$ cat src/rtl/mem_bus_arbiter.sv
// Round-robin arbiter sharing one memory port between instruction fetch (I) and data access (D).
// The winner's request is latched for the whole transaction; the response is routed only to the owner.
module mem_bus_arbiter #(
    parameter int unsigned ADDR_W = 64,
    parameter int unsigned DATA_W = 64,
    parameter int unsigned STRB_W = DATA_W / 8
) (
    input  logic              clk,
    input  logic              reset,
    input  logic              i_req_valid,
    input  logic [ADDR_W-1:0] i_req_addr,
    output logic              i_resp_valid,
    output logic [DATA_W-1:0] i_resp_data,
    input  logic              d_req_valid,
    input  logic              d_req_write,
    input  logic [ADDR_W-1:0] d_req_addr,
    input  logic [DATA_W-1:0] d_req_wdata,
    input  logic [STRB_W-1:0] d_req_strobe,
    output logic              d_resp_valid,
    output logic [DATA_W-1:0] d_resp_data,
    output logic              m_req_valid,
    output logic              m_req_write,
    output logic [ADDR_W-1:0] m_req_addr,
    output logic [DATA_W-1:0] m_req_wdata,
    output logic [STRB_W-1:0] m_req_strobe,
    input  logic              m_resp_valid,
    input  logic [DATA_W-1:0] m_resp_data
);

    typedef enum logic [1:0] {
        IDLE    = 2'd0,
        SERVE_I = 2'd1,
        SERVE_D = 2'd2
    } state_t;

    state_t state;
    logic   last_grant_d;

    // D wins when alone, or when both request and I was granted last.
    logic grant_d;
    logic grant_i;
    assign grant_d = d_req_valid && (!i_req_valid || !last_grant_d);
    assign grant_i = i_req_valid && !grant_d;

    always_ff @(posedge clk or posedge reset) begin
        if (reset) begin
            state        <= IDLE;
            last_grant_d <= 1'b0;
            m_req_valid  <= 1'b0;
            m_req_write  <= 1'b0;
            m_req_addr   <= '0;
            m_req_wdata  <= '0;
            m_req_strobe <= '0;
        end else begin
            case (state)
                IDLE: begin
                    if (grant_d) begin
                        state        <= SERVE_D;
                        last_grant_d <= 1'b1;
                        m_req_valid  <= 1'b1;
                        m_req_write  <= d_req_write;
                        m_req_addr   <= d_req_addr;
                        m_req_wdata  <= d_req_wdata;
                        m_req_strobe <= d_req_strobe;
                    end else if (grant_i) begin
                        state        <= SERVE_I;
                        last_grant_d <= 1'b0;
                        m_req_valid  <= 1'b1;
                        m_req_write  <= 1'b0;
                        m_req_addr   <= i_req_addr;
                        m_req_wdata  <= '0;
                        m_req_strobe <= '0;
                    end
                end
                SERVE_I, SERVE_D: begin
                    // Single-beat completion always returns to IDLE for one cycle.
                    if (m_resp_valid) begin
                        state        <= IDLE;
                        m_req_valid  <= 1'b0;
                        m_req_write  <= 1'b0;
                        m_req_addr   <= '0;
                        m_req_wdata  <= '0;
                        m_req_strobe <= '0;
                    end
                end
                default: begin
                    state       <= IDLE;
                    m_req_valid <= 1'b0;
                end
            endcase
        end
    end

    // Response pass-through, gated so only the current owner ever sees it.
    assign i_resp_valid = (state == SERVE_I) && m_resp_valid;
    assign d_resp_valid = (state == SERVE_D) && m_resp_valid;
    assign i_resp_data  = i_resp_valid ? m_resp_data : '0;
    assign d_resp_data  = d_resp_valid ? m_resp_data : '0;

endmodule

$ cat config.mk
export PLATFORM = sky130hd
export DESIGN_NAME = mem_bus_arbiter
export DESIGN_NICKNAME = d
export VERILOG_FILES = /design/src/rtl/mem_bus_arbiter.sv
export SDC_FILE = /design/constraint.sdc
export NUM_CORES = 1
export LEC_CHECK = 0
export ABC_CLOCK_PERIOD_IN_PS = 11050
export CORE_AREA = 2 2 208 210
export CTS_CLUSTER_SIZE = 16
export DETAILED_ROUTE_END_ITERATION = 10
export DIE_AREA = 0 0 210 212
export PLACE_DENSITY_LB_ADDON = 0.1
export RECOVER_POWER = 50
export SYNTH_ARGS = -nofsm -noshare
export SYNTH_HDL_FRONTEND = slang
export SYNTH_SLANG_ARGS = --single-unit
$ cat constraint.sdc
create_clock -name clk -period 11.05 [get_ports clk]
set_input_delay 1.105 -clock clk [delete_from_list [all_inputs] [get_ports clk]]
set_output_delay 1.105 -clock clk [all_outputs]
set_load 0.02 [all_outputs]
After elaboration in Yosys (flattened, before gate mapping)
Index checks and enable logic that the tools add are counted.
- register bits after elaboration: 141
- logic and storage cells: 51
- bits of input ports: 270
- equal/unequal tests: 4
- reduce and logical (&&, ||, !) cells: 15
- multiplexer cells: 25
- operators with widths (cell ; number):
    2-to-1 mux 64 bit ; 7
    one-hot mux 64 bit (2 select lines) ; 2
    2-to-1 mux 8 bit ; 3
    one-hot mux 8 bit (2 select lines) ; 1
    2-to-1 mux 1 bit ; 6
    2-to-1 mux 2 bit ; 3
    logical AND 1 bit ; 4
    one-hot mux 1 bit (2 select lines) ; 2
    one-hot mux 2 bit (2 select lines) ; 1
    AND reduction 2 bit ; 2
    nonzero test 2 bit ; 2
    zero test 1 bit ; 3
    != test 3 bit (second input constant) ; 1
    AND reduction 3 bit ; 1
    equality test 2 x 1 -> 1 bit (second input constant) ; 1
    equality test 2 bit (second input constant) ; 1
    zero test 2 bit ; 1
    != test 2 bit (second input constant) ; 1
    OR reduction 2 bit ; 1
    logical OR 1 bit ; 1

Logic depth before layout (Yosys ltp)
Gate-level depths: netlist of run 1.
- depth after elaboration: 8
- depth in mapped cells: 8
- gate-level depth less buffers: 5

Worst setup path after synthesis of run 1
Ideal clock, no wire load.
- path kind: in2out
- from: in m_resp_valid
- to: out d_resp_data[55]
- buffers on the path: 2
- required time: 9.945 ns
- arrival time: 1.845 ns
- setup slack: 8.100 ns
- cell stages on the path: 3
- cells stage by stage: clkbuf_1 clkbuf_1 and3_1
- word-level cells in the longest chain between the ends: 2
- RTL lines (element ; line ; text):
    start: declaration ; 26 ; input logic m_resp_valid,
    logical AND 1 bit ; 96 ; assign d_resp_valid = (state == SERVE_D) && m_resp_valid;
    2-to-1 mux 64 bit ; 98 ; assign d_resp_data = d_resp_valid ? m_resp_data : '0;
    end: declaration ; 20 ; output logic [DATA_W-1:0] d_resp_data,
Every way passes these cells.

Final worst setup path of run 1
- from: in m_resp_valid
- to: reg m_req_wdata[46]
- word-level cells in the longest chain between the ends: 2
- RTL lines (element ; line ; text):
    != test 2 bit (no source line) ; n/a ;
    AND reduction 3 bit (no source line) ; n/a ;
    end signal: assignment ; 63 ; m_req_wdata <= d_req_wdata;
    end: declaration ; 24 ; output logic [DATA_W-1:0] m_req_wdata,
Every way passes these cells.
A chain may end at the register's enable or synchronous reset.

==> flow_summary.toml, run 1 <==
[finish]
syn2layout_area_growth_pct = 93.6
final_common_cell = "clkdlybuf4s50_1"
fin_nets = 1335
stdcell_area_um2 = 13100
drive_gt1_frac = 0.0437
final_util = 0.307
stdcell_count = 1626
layout_common_cells = "clkdlybuf4s50_1, dfrtp_1, dlygate4sd3_1"

[timing]
setup_ws_ns = 4.73
finalCritPeriodShare = 0.572
timing.fmax_mhz = 158
tns_ns = 0
final_max_slew_viol_count = 266
rsz0062_at_grt = "false"
relSlewSlack = -1.65
finalCriticalPeriod_ns = 6.32
hold_viol = 0
worstMarginPinSlew_ns = 3.98
setup_viol = 0
fin_worst_skew_ns = 0.0116

[power_and_ir_drop]
power_leakage_nw = 5.99
peakVddDrop_uv = 122
p_per_area_nw_per_um2 = 234

[detailed_routing]
wire_per_inst_um = 19.8
via_per_inst = 4.11
routed_wl_um = 32200
drc = 0
dr_total_vias = 6688
drtAntennaViolNets = 0
firstDrtPassIters = 4
drt_iter0_markers = 463

[yosys]
synth-simple-area-share = 0.125
ys_seq_elements = 141
synth_area_um2 = 6750
synthCells = 562
synth_top_family_by_area = "compound AO/OA/AOI/OAI gates"
synth.largest_area_cell = "dfrtp_1"
ys_seq_area_frac = 0.523
yosysTopAreaCellShare = 0.523
synth-adder-area-share = 0.00556
synth-edff-count = 0
synth_ff_type = "dfrtp_1"
synthXorXnorAreaFrac = 0
synth-compound-area-share = 0.193
async_flop_share = 1.00
syn_avg_cell_area_um2 = 12.0
synth_nets = 835
synthDistinctLibCells = 24
ys_warn_count = 0
synth.area.mux_share = 0.0949
yosys-top-cells-area = "dfrtp_1, and3_1, mux2i_1"

[floorplanning]
initial_core_util = 0.159
core_um2 = 42500
row_count = 76
ioPinCount = 538
dieWidth_um = 210
dieArea_um2 = 44500
die_h_um = 212

[worst_hold_path]
whs_path_depth = 1
holdPathEnd = "m_req_addr[10]"
min-delay-start = "m_req_addr[10]"
hold_class = "reg2reg"

[clock_tree]
cts_tree = "yes"
post-cts-setup-buffer-count = 0
path_clk_slew_ns = 0.06
cts_resized = 0
clock_path_buffers = 2
cts_sinks = 141
cts_root_buf = "clkbuf_16"
hold_buffers = 0
cts_htree_levels = 4
clock_latency_ns = 0.43
cts_made_buffers = 17

[critical_path]
reg2reg_to = "m_req_wdata[46]"
r2r_cells = 6
cp-end-kind = "register"
path_max_fanout = 131
critPathArrivalTime_ns = 6.63
worst-setup-path-type = "in2reg"
r2r_setup_slack_ns = 7.03
r2r_start = "state[0]"
crit_required_ns = 11.35
start_kind = "input port"

[outcome]
violations = "max-capacitance violations, max-slew violations"
status = "complete, but fails checks"

[run]
drv_cap = 3

[grt]
antenna_found_initial = 6
grt_max_degree = 132
grt_overflow = 0
grt_pass1_vias = 6963
grt_use_total = 0.140
grt_pass1_wl_um = 46200

[place]
gp_congestion = 0.780
placed_area_um2 = 12500
portBuffers = 537
dp_slack_ns = 7.07
hpwl_um = 23800
dp_cells = 1589
worst max path at each step:
stage,startpoint,end,slack [ns]
final,m_resp_valid,m_req_wdata[46],4.73
after global placement,m_resp_valid,i_resp_data[36],7.07
after CTS,m_resp_valid,i_resp_data[36],7.07
after detailed placement,m_resp_valid,i_resp_data[36],7.07
after global routing,m_resp_valid,m_req_wdata[48],4.14
after floorplan,reset,last_grant_d,6.16
registers in the layout (all words and copies together), names as in the netlist:
signal / cells
m_req_write: 1
m_req_valid: 1
m_req_strobe: 8
state: 2
m_req_wdata: 64
m_req_addr: 64
last_grant_d: 1
cell families after synthesis:
group	count (synthesis)
fa+ha+maj	3
buf+inv	70
mux	64
compound gates	149
simple gates	135
flops	141
per-layer routing:
layer,GRT usage,part of all wire,vias to the layer above
met5,0,0.00040,-
met4,0.0558,0.026,2
met3,0.0610,0.099,29
met2,0.243,0.50,319
li1,-,-,3154
met1,0.148,0.37,3184
cells in the mapped netlist, types with 2 or more instances:
| library cell | n |
|---|---|
| a22o_1 | 73 |
| clkbuf_1 | 34 |
| and2_1 | 2 |
| o2bb2ai_1 | 64 |
| mux2i_1 | 64 |
| dfrtp_1 | 141 |
| a21oi_1 | 5 |
| buf_4 | 17 |
| and3_1 | 128 |
| ha_1 | 3 |
| buf_6 | 9 |
| buf_2 | 5 |
| nand2b_1 | 2 |
| inv_1 | 5 |
critical path, cell delays in order:
cell and delay, ns:
buf_2 0.07, clkbuf_1 2.76, nand2b_1 0.46, o221ai_1 0.20
clkbuf_1 1.18, a22o_1 0.65
power breakdown:
part / switching [W] / internal, W
clock network: 0.000267 / 0.000297
logic: 0.000944 / 0.000699
registers: 0.000115 / 0.000740
total: 0.00133 / 0.00174
per-stage QoR:
step	power [W]	hold slack, ns
floorplan	0.00180	0.490
global placement	0.00264	0.472
detailed placement	0.00263	0.473
CTS	0.00322	0.491
global route	0.00326	0.496
finish	0.00306	0.479
area by class of cell:
class | count | area, um2
clock inverters | 14 | 126
clock buffers | 18 | 429
inverters | 5 | 20.0
repair buffers | 546 | 5430
flip-flops and latches | 141 | 3530
diodes | 5 | 12.5
multi-input cells | 351 | 2840
fillers | 4394 | 29400
well taps | 546 | 683
No activity file was read; power rests on OpenSTA's default activity.
==> run 2, diff against run 1 <==
--- a/config.mk
+++ b/config.mk
@@ -5,7 +5,7 @@
 export SDC_FILE = /design/constraint.sdc
 export NUM_CORES = 1
 export LEC_CHECK = 0
-export ABC_CLOCK_PERIOD_IN_PS = 11050
+export ABC_CLOCK_PERIOD_IN_PS = 6300
 export CORE_AREA = 2 2 208 210
 export CTS_CLUSTER_SIZE = 16
 export DETAILED_ROUTE_END_ITERATION = 10
==> constraint.sdc (replaced) <==
create_clock -name clk -period 6.3 [get_ports clk]
set_input_delay 0.63 -clock clk [delete_from_list [all_inputs] [get_ports clk]]
set_output_delay 0.63 -clock clk [all_outputs]
set_load 0.02 [all_outputs]
==> run 2 against run 1 <==
- the flow still finishes with violations (max-capacitance violations, max-slew violations)
- sequential share of layout area fell by 0.088 points
- setup slack got worse by 2.5 ns
- non-clock buffer count fell by 1
- critical endpoint is now m_req_wdata[63]
==> flow_summary.toml, run 2 (same netlist as run 1, synthesis figures left out) <==
[outcome]
status = "complete, but fails checks"
violations = "max-capacitance violations, max-slew violations"

[floorplanning]
row_count = 76
die_h_um = 212
ioPinCount = 538
dieArea_um2 = 44500
dieWidth_um = 210
initial_core_util = 0.159
core_um2 = 42500

[grt]
grtUsageMet1 = 0.151
antenna_found_initial = 3
grt-busiest-layer = "met2"
grt_max_degree = 138
grt_use_total = 0.138
grt_pass1_vias = 6827
use_met2 = 0.246
grt_overflow = 0
grt_pass1_wl_um = 45900
gr-usage-met3 = 0.0533

[finish]
nFillCells = 4452
layout_common_cells = "clkdlybuf4s50_1, dfrtp_1, dlygate4sd3_1"
largestRegisters = "m_req_addr: 64 flops, m_req_wdata: 64 flops, m_req_strobe: 8 flops"
stdcell_count = 1623
seqCellArea_um2 = 3530
drive_gt1_frac = 0.0447
fin_nets = 1334
final_util = 0.308
multi_input_comb_area_um2 = 2860
syn2layout_area_growth_pct = 94.3
final_common_cell = "clkdlybuf4s50_1"

[clock_tree]
post-cts-setup-buffer-count = 0
cts_tree = "yes"
cts_root_buf = "clkbuf_16"
path_clk_slew_ns = 0.06
cts_sinks = 141
cts_made_buffers = 17
clock_latency_ns = 0.43
hold_buffers = 0
clock_path_buffers = 2
cts_resized = 0
cts_htree_levels = 4

[place]
gp_congestion = 0.797
dp_slack_ns = 3.34
portBuffers = 537
dp_cells = 1588
hpwl_um = 23700

[power_and_ir_drop]
switchingPower_w = 0.00234
power.internal_w = 0.00307
p_per_area_nw_per_um2 = 413
clockPowerShare = 0.184
peakVddDrop_uv = 397
switching_share = 0.432
p_seq_frac = 0.278
pwr-share-comb = 0.538
power_leakage_nw = 6.02

[timing]
final_max_slew_viol_count = 86
rsz0062_at_grt = "false"
tns_ns = 0
whs_ns = 0.479
finalCriticalPeriod_ns = 4.09
fin_worst_skew_ns = 0.00898
setup_ws_ns = 2.21
finalCritPeriodShare = 0.650
timing.fmax_mhz = 244
worstMarginPinSlew_ns = 2.81
hold_viol = 0
setup_viol = 0
relSlewSlack = -0.870

[critical_path]
r2r_setup_slack_ns = 2.86
r2r_cells = 4
crit_required_ns = 6.23
start_kind = "input port"
cp-end-kind = "asynchronous set/reset pin"
r2r_start = "last_grant_d"
slowest_stage = "clkbuf_1"
reg2reg_to = "m_req_addr[12]"
critPathArrivalTime_ns = 4.03
max_stage_delay_ns = 2.02
worst-setup-path-type = "in2async"
cp_num_buf_inv = 3
cp_top_family = "buffers and inverters"
path_max_fanout = 94
crit_chain = "dlygate4sd3_1, inv_6, clkbuf_1"

[detailed_routing]
drc = 0
drt_iter0_markers = 401
via_per_inst = 4.11
firstDrtPassIters = 4
dr_total_vias = 6674
drtAntennaViolNets = 0
routed_wl_um = 32100
wire_per_inst_um = 19.8

[run]
drv_cap = 2

[worst_hold_path]
holdPathEnd = "m_req_addr[51]"
hold_class = "reg2reg"
min-delay-start = "m_req_addr[51]"
whs_path_depth = 1
-- run 2: changes by cell type in the layout (fill, tap and decap cells not counted), sizes merged --
| cell | delta |
|---|---|
| clkinv | +5 |
| clkinvlp | -5 |
| diode | -2 |
| buf | -1 |
| clkbuf | -1 |
| inv | +1 |
-- run 2: worst max path at each step --
| stage | from | endpoint | slack [ns] | cells after the start |
|---|---|---|---|---|
| after floorplan | reset | last_grant_d | 1.89 | 1 |
| final | reset | m_req_wdata[63] | 2.21 | 3 |
| after detailed placement | m_resp_valid | i_resp_data[36] | 3.34 | 4 |
| after global placement | m_resp_valid | i_resp_data[36] | 3.32 | 4 |
| after CTS | state[1] | i_resp_data[36] | 2.97 | 4 |
| after global routing | reset | m_req_addr[12] | 1.42 | 3 |
-- run 2: area by class of cell --
class / count / area share
Antenna cell: 3 / 0.000573
Inverter: 5 / 0.00181
Clock inverter: 15 / 0.0115
Tap cell: 546 / 0.0521
Clock buffer: 17 / 0.0324
Timing Repair Buffer: 545 / 0.415
Sequential cell: 141 / 0.269
Multi-Input combinational cell: 351 / 0.218
-- run 2: power by group through the flow --
| stage | logic [W] | clock network [W] | registers, W |
|---|---|---|---|
| global placement | 0.00311 | 0 | 0.00153 |
| floorplan | 0.00119 | 0 | 0.00198 |
| detailed placement | 0.00309 | 0 | 0.00151 |
| global route | 0.00311 | 0.00108 | 0.00156 |
| CTS | 0.00309 | 0.00105 | 0.00152 |
| finish | 0.00291 | 0.000998 | 0.00150 |
-- run 2: stage by stage --
stage | cell area [um2] | total power, W
floorplan | 6750 | 0.00316
global placement | 12500 | 0.00464
detailed placement | 12500 | 0.00461
CTS | 13100 | 0.00567
global route | 13100 | 0.00575
finish | 13100 | 0.00541
-- run 2: metal layers --
| layer | part of all wire | routed length (um) |
|---|---|---|
| met5 | 0 | 0 |
| met4 | 0.022 | 707 |
| met3 | 0.093 | 2990 |
| met2 | 0.50 | 16200 |
| met1 | 0.38 | 12200 |
